===== config.mk =====
export PLATFORM = sky130hd
export DESIGN_NAME = cdb_arbiter
export DESIGN_NICKNAME = d
export VERILOG_FILES = /design/src/rtl/rv32i_types_pkg.sv /design/src/rtl/rr_arbiter.sv /design/src/rtl/cdb_arbiter.sv
export SDC_FILE = /design/constraint.sdc
export NUM_CORES = 1
export LEC_CHECK = 0
export ABC_CLOCK_PERIOD_IN_PS = 3270
export BUFFER_PORTS_ARGS = -buffer_cell sky130_fd_sc_hd__buf_2
export CELL_PAD_IN_SITES_DETAIL_PLACEMENT = 1
export CELL_PAD_IN_SITES_GLOBAL_PLACEMENT = 2
export CORE_ASPECT_RATIO = 1.25
export CORE_MARGIN = 2
export CORE_UTILIZATION = 23
export DETAILED_ROUTE_END_ITERATION = 7
export PLACE_DENSITY_LB_ADDON = 0.1
export REMOVE_ABC_BUFFERS = 1
export SETUP_SLACK_MARGIN = 0.1
export SKIP_LAST_GASP = 1
export SLEW_MARGIN = 20
export SYNTH_ARGS = -nofsm -noshare
export SYNTH_HDL_FRONTEND = slang
export SYNTH_HIERARCHICAL = 1
export SYNTH_SLANG_ARGS = --single-unit

===== constraint.sdc =====
create_clock -name clk -period 3.27 [get_ports clk]
set_input_delay 0.654 -clock clk [delete_from_list [all_inputs] [get_ports clk]]
set_output_delay 0.654 -clock clk [all_outputs]
set_load 0.01 [all_outputs]

===== src/rtl/rv32i_types_pkg.sv =====
// Shared RV32I out-of-order core types.
// Holds the common data bus payload, the CDB requester count and the
// symbolic names of the units that share the bus.
package rv32i_types;

  localparam int unsigned XLEN      = 32;
  localparam int unsigned ROB_IDX_W = 5;
  localparam int unsigned PREG_W    = 6;
  localparam int unsigned AREG_W    = 5;

  parameter int unsigned NUM_CDB_REQ = 3;

  typedef enum logic [1:0] {
    CDB_SRC_ADD,
    CDB_SRC_MUL,
    CDB_SRC_DIV
  } cdb_src_t;

  // Result broadcast to reservation stations, ROB and physical register file.
  typedef struct packed {
    logic                 valid;
    logic [ROB_IDX_W-1:0] rob_idx;
    logic [PREG_W-1:0]    pd_s;
    logic [AREG_W-1:0]    rd_s;
    logic [XLEN-1:0]      rd_v;
  } cdb_t;

endpackage


===== src/rtl/rr_arbiter.sv =====
// Generic rotating-priority arbiter (purely combinational).
// Ports:
//   i_req       request vector, one bit per requester
//   i_rr_ptr    index with highest priority this cycle
//   i_enable    0 forces every grant low
//   o_grant_c   one-hot grant
//   o_idx_c     index of the granted requester (0 when none)
//   o_valid_c   a grant was issued
module rr_arbiter #(
  parameter int unsigned NUM_REQ = 3,
  parameter int unsigned PTR_W   = $clog2(NUM_REQ)
) (
  input  logic [NUM_REQ-1:0] i_req,
  input  logic [PTR_W-1:0]   i_rr_ptr,
  input  logic               i_enable,
  output logic [NUM_REQ-1:0] o_grant_c,
  output logic [PTR_W-1:0]   o_idx_c,
  output logic               o_valid_c
);

  logic [PTR_W-1:0] w_idx;

  // Scan upward from the pointer, wrapping, and take the first request seen.
  always_comb begin
    o_grant_c = '0;
    o_idx_c   = '0;
    o_valid_c = 1'b0;
    w_idx     = '0;
    if (i_enable) begin
      for (int unsigned k = 0; k < NUM_REQ; k++) begin
        w_idx = PTR_W'((32'(i_rr_ptr) + k) % NUM_REQ);
        if (!o_valid_c && i_req[w_idx]) begin
          o_grant_c[w_idx] = 1'b1;
          o_idx_c          = w_idx;
          o_valid_c        = 1'b1;
        end
      end
    end
  end

endmodule


===== src/rtl/cdb_arbiter.sv =====
// Common data bus scheduler: picks one functional unit result per cycle in
// round-robin order and broadcasts it one cycle later.
// Ports:
//   clk        clock
//   rst        synchronous active-low reset
//   flush      squash outgoing broadcast and suppress grants this cycle
//   req_valid  per-unit result-ready flags (0 add, 1 mul, 2 div)
//   req_data   per-unit result payloads (.valid ignored)
//   req_ready  one-hot grant, combinational
//   cdb_out    registered broadcast
//   cdb_src    registered index of the unit that produced cdb_out
module cdb_arbiter
  import rv32i_types::*;
#(
  parameter int unsigned NUM_REQ = NUM_CDB_REQ,
  parameter int unsigned PTR_W   = $clog2(NUM_REQ)
) (
  input  logic               clk,
  input  logic               rst,
  input  logic               flush,
  input  logic [NUM_REQ-1:0] req_valid,
  input  cdb_t               req_data [NUM_REQ],
  output logic [NUM_REQ-1:0] req_ready,
  output cdb_t               cdb_out,
  output logic [PTR_W-1:0]   cdb_src
);

  logic [PTR_W-1:0]   r_rr_ptr;
  cdb_t               r_cdb;
  logic [PTR_W-1:0]   r_src;

  logic               w_enable;
  logic [NUM_REQ-1:0] w_grant;
  logic [PTR_W-1:0]   w_idx;
  logic               w_gnt;

  // Reset wins over flush; both keep every grant low.
  assign w_enable = rst && !flush;

  rr_arbiter #(
    .NUM_REQ (NUM_REQ),
    .PTR_W   (PTR_W)
  ) u_rr (
    .i_req     (req_valid),
    .i_rr_ptr  (r_rr_ptr),
    .i_enable  (w_enable),
    .o_grant_c (w_grant),
    .o_idx_c   (w_idx),
    .o_valid_c (w_gnt)
  );

  assign req_ready = w_grant;
  assign cdb_out   = r_cdb;
  assign cdb_src   = r_src;

  // Broadcast register and priority pointer; without a grant only .valid drops.
  always_ff @(posedge clk) begin
    if (!rst) begin
      r_cdb    <= '0;
      r_src    <= '0;
      r_rr_ptr <= '0;
    end else if (w_gnt) begin
      r_cdb       <= req_data[w_idx];
      r_cdb.valid <= 1'b1;
      r_src       <= w_idx;
      r_rr_ptr    <= (w_idx == PTR_W'(NUM_REQ - 1)) ? '0 : w_idx + PTR_W'(1);
    end else begin
      r_cdb.valid <= 1'b0;
    end
  end

endmodule


==> results of run 1 <==
==> routing by layer <==
| metal | GRT usage | share of wire |
|---|---|---|
| met1 | 0.1664 | 0.41 |
| met2 | 0.2685 | 0.50 |
| met3 | 0.04878 | 0.075 |
| met4 | 0.03081 | 0.0071 |
| met5 | 0 | 0 |
==> worst paths after layout <==
kind	start	end	depth (start not counted)
worst max-delay path	r_rr_ptr[0]$_SDFFE_PN0P_	req_ready[0]	7
worst min-delay path	cdb_src[0]$_SDFFE_PN0P_	cdb_src[0]$_SDFFE_PN0P_	2
worst max register to register	r_rr_ptr[0]$_SDFFE_PN0P_	cdb_out[14]$_SDFFE_PN0P_	7
worst min register to register	cdb_src[0]$_SDFFE_PN0P_	cdb_src[0]$_SDFFE_PN0P_	2
==> sequential cells by signal, indices dropped and copies added (netlist names) <==
register  flops
cdb_out      49
r_rr_ptr      2
cdb_src       2
==> metrics by stage <==
step	worst slack, ns	utilization
after CTS	0.3617	0.3203
after floorplan	-2.811	-
final	0.4047	0.3203
after global routing	0.1937	0.3203
after detailed placement	0.3724	0.3089
after global placement	0.4545	0.3089
==> cells in the mapped netlist, drive strengths merged <==
master / n
nand3: 1
or2: 34
a31oi: 34
and3b: 1
nand4bb: 1
and3: 2
mux2i: 50
dfxtp: 53
nor3b: 1
inv: 21
o21a: 16
o22ai: 17
nand3b: 1
o211ai: 3
o21ai: 39
a21oi: 4
buf: 22
clkbuf: 17
a21o: 1
and4bb: 2
o2111a: 2
nand2b: 4
mux2: 1
nor2: 16
nor2b: 5
a41oi: 1
o311ai: 1
and2b: 1
and4b: 1
and2: 3
ha: 4
nor3: 1
maj3: 2
nand4: 1
nand2: 50
==> layout make-up <==
| class | count | share of cell area |
|---|---|---|
| repair buffers | 211 | 0.2386 |
| clock buffers | 5 | 0.02711 |
| inverters | 21 | 0.01708 |
| clock inverters | 2 | 0.008406 |
| flip-flops and latches | 53 | 0.2299 |
| well taps | 178 | 0.04826 |
| multi-input cells | 300 | 0.4306 |
==> cells by family (layout without fill, tap and decap cells) <==
| logic type | Yosys count | count (layout) | share of synthesized area |
|---|---|---|---|
| and+or+nand+nor | 125 | 125 | 0.1910 |
| buffers and inverters | 60 | 239 | 0.1068 |
| adders and majority gates | 6 | 6 | 0.02106 |
| muxes | 51 | 51 | 0.1522 |
| DFF | 53 | 53 | 0.3133 |
| AOI/OAI and AO/OA | 118 | 118 | 0.2157 |
==> power groups by stage <==
stage	clock, mW	sequential (mW)	combinational [mW]
2_1_floorplan	0	0.746	0.172
3_3_place_gp	0	0.722	0.389
3_5_place_dp	0	0.725	0.396
4_1_cts	0.646	0.711	0.397
5_1_grt	0.662	0.717	0.433
6_report	0.617	0.710	0.386
==> worst max-delay path: cells and delay by family, from the launching register on <==
kind            cells  cell delay (ns)
compound gates      3             0.44
fa+ha+maj           1             0.52
buf+inv             2             0.26
flops               1             0.34
mux                 1             0.36
==> results.txt, run 1 <==
status - finished clean
area of the multi-input gates - 1987 µm²
Final Hold Viols - 0
sequential share of power - 0.414
largest net degree at the start of global routing - 54
residual DRC count - 0
Clk pwr share - 0.360
Pre-antenna DRT Iters - 4
slew margin rel. - 0.5254
setup bufs post-CTS - 0
antenna violations before repair - 1
placed wire-length estimate - 8.727 mm
fmax - 0.3490 GHz
Distinct cells, synth - 43
HP Class - reg -> reg
# diodes - 0
ANT nets after route - 0
fin nets - 749
critical path's largest stage delay - 0.52 ns
drt wl/cell - 15.47 µm
Root Buffer - clkbuf_16
sw frac - 0.2774
DIE AREA - 15720 µm²
CTS tree - built
final cell count without fillers - 770
max cap viols - 0
PwrDens - 371.3 nW/µm²
Initial Utilization - 0.2351
Psw - 475.3 µW
Ports - 207
startpoint class of the critical path - flip-flop
final setup fails - 0
measured slew at the worst slew-check pin - 0.7119 ns
Required @ worst endpoint - 2.62 ns
most common cell after layout, fill and taps aside - buf_2
CP Capture Type - output pin
DRT iter0 DRCs - 91
clock buffer depth - 2
register bit total from synthesis - 53
CP cell instances - inv_1, ha_1, mux2_4, o22ai_2, o21ai_1, a41oi_1, buf_2
CTS resizes - 0
most area-hungry cell type in the Yosys netlist - dfxtp_1
placed insts - 763
total track usage - 0.1475
Total Power - 1.713 mW
H-tree levels - 2
Setup CP Type - reg -> out
Reg clk slew, reported paths - 0.08 ns
gpl congestion - 0.7384
worst-skew pair later-pin latency - 0.30 ns
Final Cycle Share - 0.8762
FF/Latch Area - 1061 µm²
PortBufs - 203
total congestion overflow - 0
total number of vias - 3549
TNS Setup - 0 ns
synth top area cells - dfxtp_1 31%, mux2i_1 15%, a31oi_1 6.3%, or2_0 5.7%, nand2_1 5.5%
vias in the first global route - 3734
R2R setup slack - 0.46 ns
vias per cell - 4.609
Die Height - 139.7 µm
share of cells above drive strength 1 - 0.3801
cells after synthesis - 413
Post-Syn Area - 3387 µm²
Design Area, Final - 4614 µm²
clk sinks - 53
RSZ-0062 raised after global routing - false
min cycle time layout - 2.865 ns
Setup Skew - 0.01204 ns
Slowest-stage cell, CP - ha_1
commonest cells after routing, fill and taps aside - 203 x buf_2, 53 x dfxtp_1, 50 x mux2i_1, 50 x nand2_1, 34 x a31oi_1
TritonCTS buffer count - 5
syn_area_per_cell - 8.201 µm²
crit-path max FO - 16
width of the chip - 112.5 µm
Comb power frac - 0.225
Synth top area share - 0.3133
leakage - 2.004 nW
global-route wire length before repair - 18.75 mm
CTS hold repair buffers - 0
Max VDD drop - 0.2198 mV
Internal - 1.238 mW
Core Area - 14410 µm²
Yosys Warn Count - 6
Placed Area - 4451 µm²
share of the yosys chip area belonging to registers - 0.3133
Detailed Route WL - 11.91 mm
Fillers - 1787
max-slew violations - 0
num rows - 49
P&R area growth vs syn - 36.24%
Worst EP arrival - 2.21 ns
Min Hold Slack - 0.5228 ns
Note: power is estimated with default switching activity, not from simulation.
==> run 2: changes to the inputs <==
CTS_BUF_LIST = sky130_fd_sc_hd__clkbuf_8   (was unset)
==> results.txt, run 2 (synthesis results as in run 1) <==
status - finished clean
vias in the first global route - 3737
total number of vias - 3553
max cap viols - 0
placed wire-length estimate - 8.727 mm
Hold Path End - cdb_out[42]$_SDFFE_PN0P_
FF/Latch Area - 1061 µm²
total congestion overflow - 0
Required @ worst endpoint - 2.62 ns
Reg clk slew, reported paths - 0.11 ns
Total Power - 1.566 mW
gpl congestion - 0.7384
# diodes - 0
clk sinks - 53
Ports - 207
drt wl/cell - 15.43 µm
clock buffer depth - 2
Design Area, Final - 4558 µm²
worst r2r src - r_rr_ptr[0]$_SDFFE_PN0P_
Worst EP arrival - 2.19 ns
Fillers - 1790
commonest cells after routing, fill and taps aside - 203 x buf_2, 53 x dfxtp_1, 50 x mux2i_1, 50 x nand2_1, 34 x a31oi_1
r2r worst-path depth - 7
CP cell instances - inv_1, ha_1, nand4bb_1, o22ai_2, o21ai_1, a41oi_1, buf_2
share of cells above drive strength 1 - 0.3801
Placed Area - 4451 µm²
R2R setup slack - 0.45 ns
min cycle time layout - 2.842 ns
residual DRC count - 0
area of the multi-input gates - 1987 µm²
crit-path max FO - 15
fmax - 0.3519 GHz
Setup Skew - 0.01359 ns
Final Cycle Share - 0.8691
final setup fails - 0
global-route wire length before repair - 18.77 mm
Max VDD drop - 0.1471 mV
slew margin rel. - 0.5258
TritonCTS buffer count - 5
RSZ-0062 raised after global routing - false
DIE AREA - 15720 µm²
HP Class - reg -> reg
reg2reg end - cdb_out[14]$_SDFFE_PN0P_
vias per cell - 4.614
TNS Setup - 0 ns
Min Hold Slack - 0.5291 ns
hold path depth - 2
leakage - 1.978 nW
CTS hold repair buffers - 0
Worst Hold Launch - cdb_out[42]$_SDFFE_PN0P_
Largest register FFs - 49
most common cell after layout, fill and taps aside - buf_2
measured slew at the worst slew-check pin - 0.7113 ns
Detailed Route WL - 11.88 mm
ANT nets after route - 0
H-tree levels - 2
largest net degree at the start of global routing - 54
num rows - 49
width of the chip - 112.5 µm
Slowest-stage cell, CP - ha_1
CP Capture Type - output pin
PortBufs - 203
fin nets - 749
worst-skew pair later-pin latency - 0.32 ns
CTS tree - built
Initial Utilization - 0.2351
Setup CP Type - reg -> out
setup bufs post-CTS - 0
Core Area - 14410 µm²
max-slew violations - 0
Die Height - 139.7 µm
PwrDens - 343.6 nW/µm²
CP Launch Point - r_rr_ptr[0]$_SDFFE_PN0P_
total track usage - 0.1478
fin util - 0.3164
DRT iter0 DRCs - 99
Root Buffer - clkbuf_8
antenna violations before repair - 1
critical path's largest stage delay - 0.51 ns
CTS resizes - 0
startpoint class of the critical path - flip-flop
Final Hold Viols - 0
P&R area growth vs syn - 34.58%
Pre-antenna DRT Iters - 4
-- run 2: cell counts in the layout (fill, tap and decap cells not counted) --
Identical to the previous run, type by type.
-- run 2: worst max path at each step --
stage / end / cells past startpoint
after global placement: cdb_out[23]$_SDFFE_PN0P_ / 7
after detailed placement: cdb_out[14]$_SDFFE_PN0P_ / 7
final: req_ready[0] / 7
after floorplan: cdb_out[30]$_SDFFE_PN0P_ / 9
after CTS: cdb_out[14]$_SDFFE_PN0P_ / 7
after global routing: cdb_out[18]$_SDFFE_PN0P_ / 7
-- run 2: final cells by class --
| type | instances | area share |
|---|---|---|
| clock inverter | 2 | 0.008509 |
| timing repair buffer | 211 | 0.2416 |
| sequential | 53 | 0.2328 |
| tap | 178 | 0.04886 |
| inverter | 21 | 0.01729 |
| clock buffer | 5 | 0.01510 |
| multi-input combinational | 300 | 0.4359 |
-- run 2: metal layers --
layer  up-vias  track usage  routed length, µm
li1       1800            -                  -
met1      1626       0.1662               4922
met2       120       0.2688               5943
met3         7      0.05009                921
met4         0      0.03081                 95
met5         -            0                  0
-- run 2: through the flow --
stage | setup slack [ns] | instances
finish | 0.4281 | 770
global route | 0.1871 | 770
CTS | 0.3572 | 770
detailed placement | 0.3724 | 763
global placement | 0.4545 | 763
floorplan | -2.811 | 374
-- run 2: critical path, delay by kind of cell (launching register included) --
kind	cells	cell delay (ns)
AOI/OAI and AO/OA	3	0.45
buffers and inverters	2	0.24
DFF	1	0.40
adders and majority gates	1	0.51
and+or+nand+nor	1	0.29
-- run 2: report_power, final --
group          switching (mW)  internal (mW)  leakage, nW
clock                   0.242          0.228       0.0546
sequential             0.0202          0.690        0.434
combinational           0.199          0.188         1.49
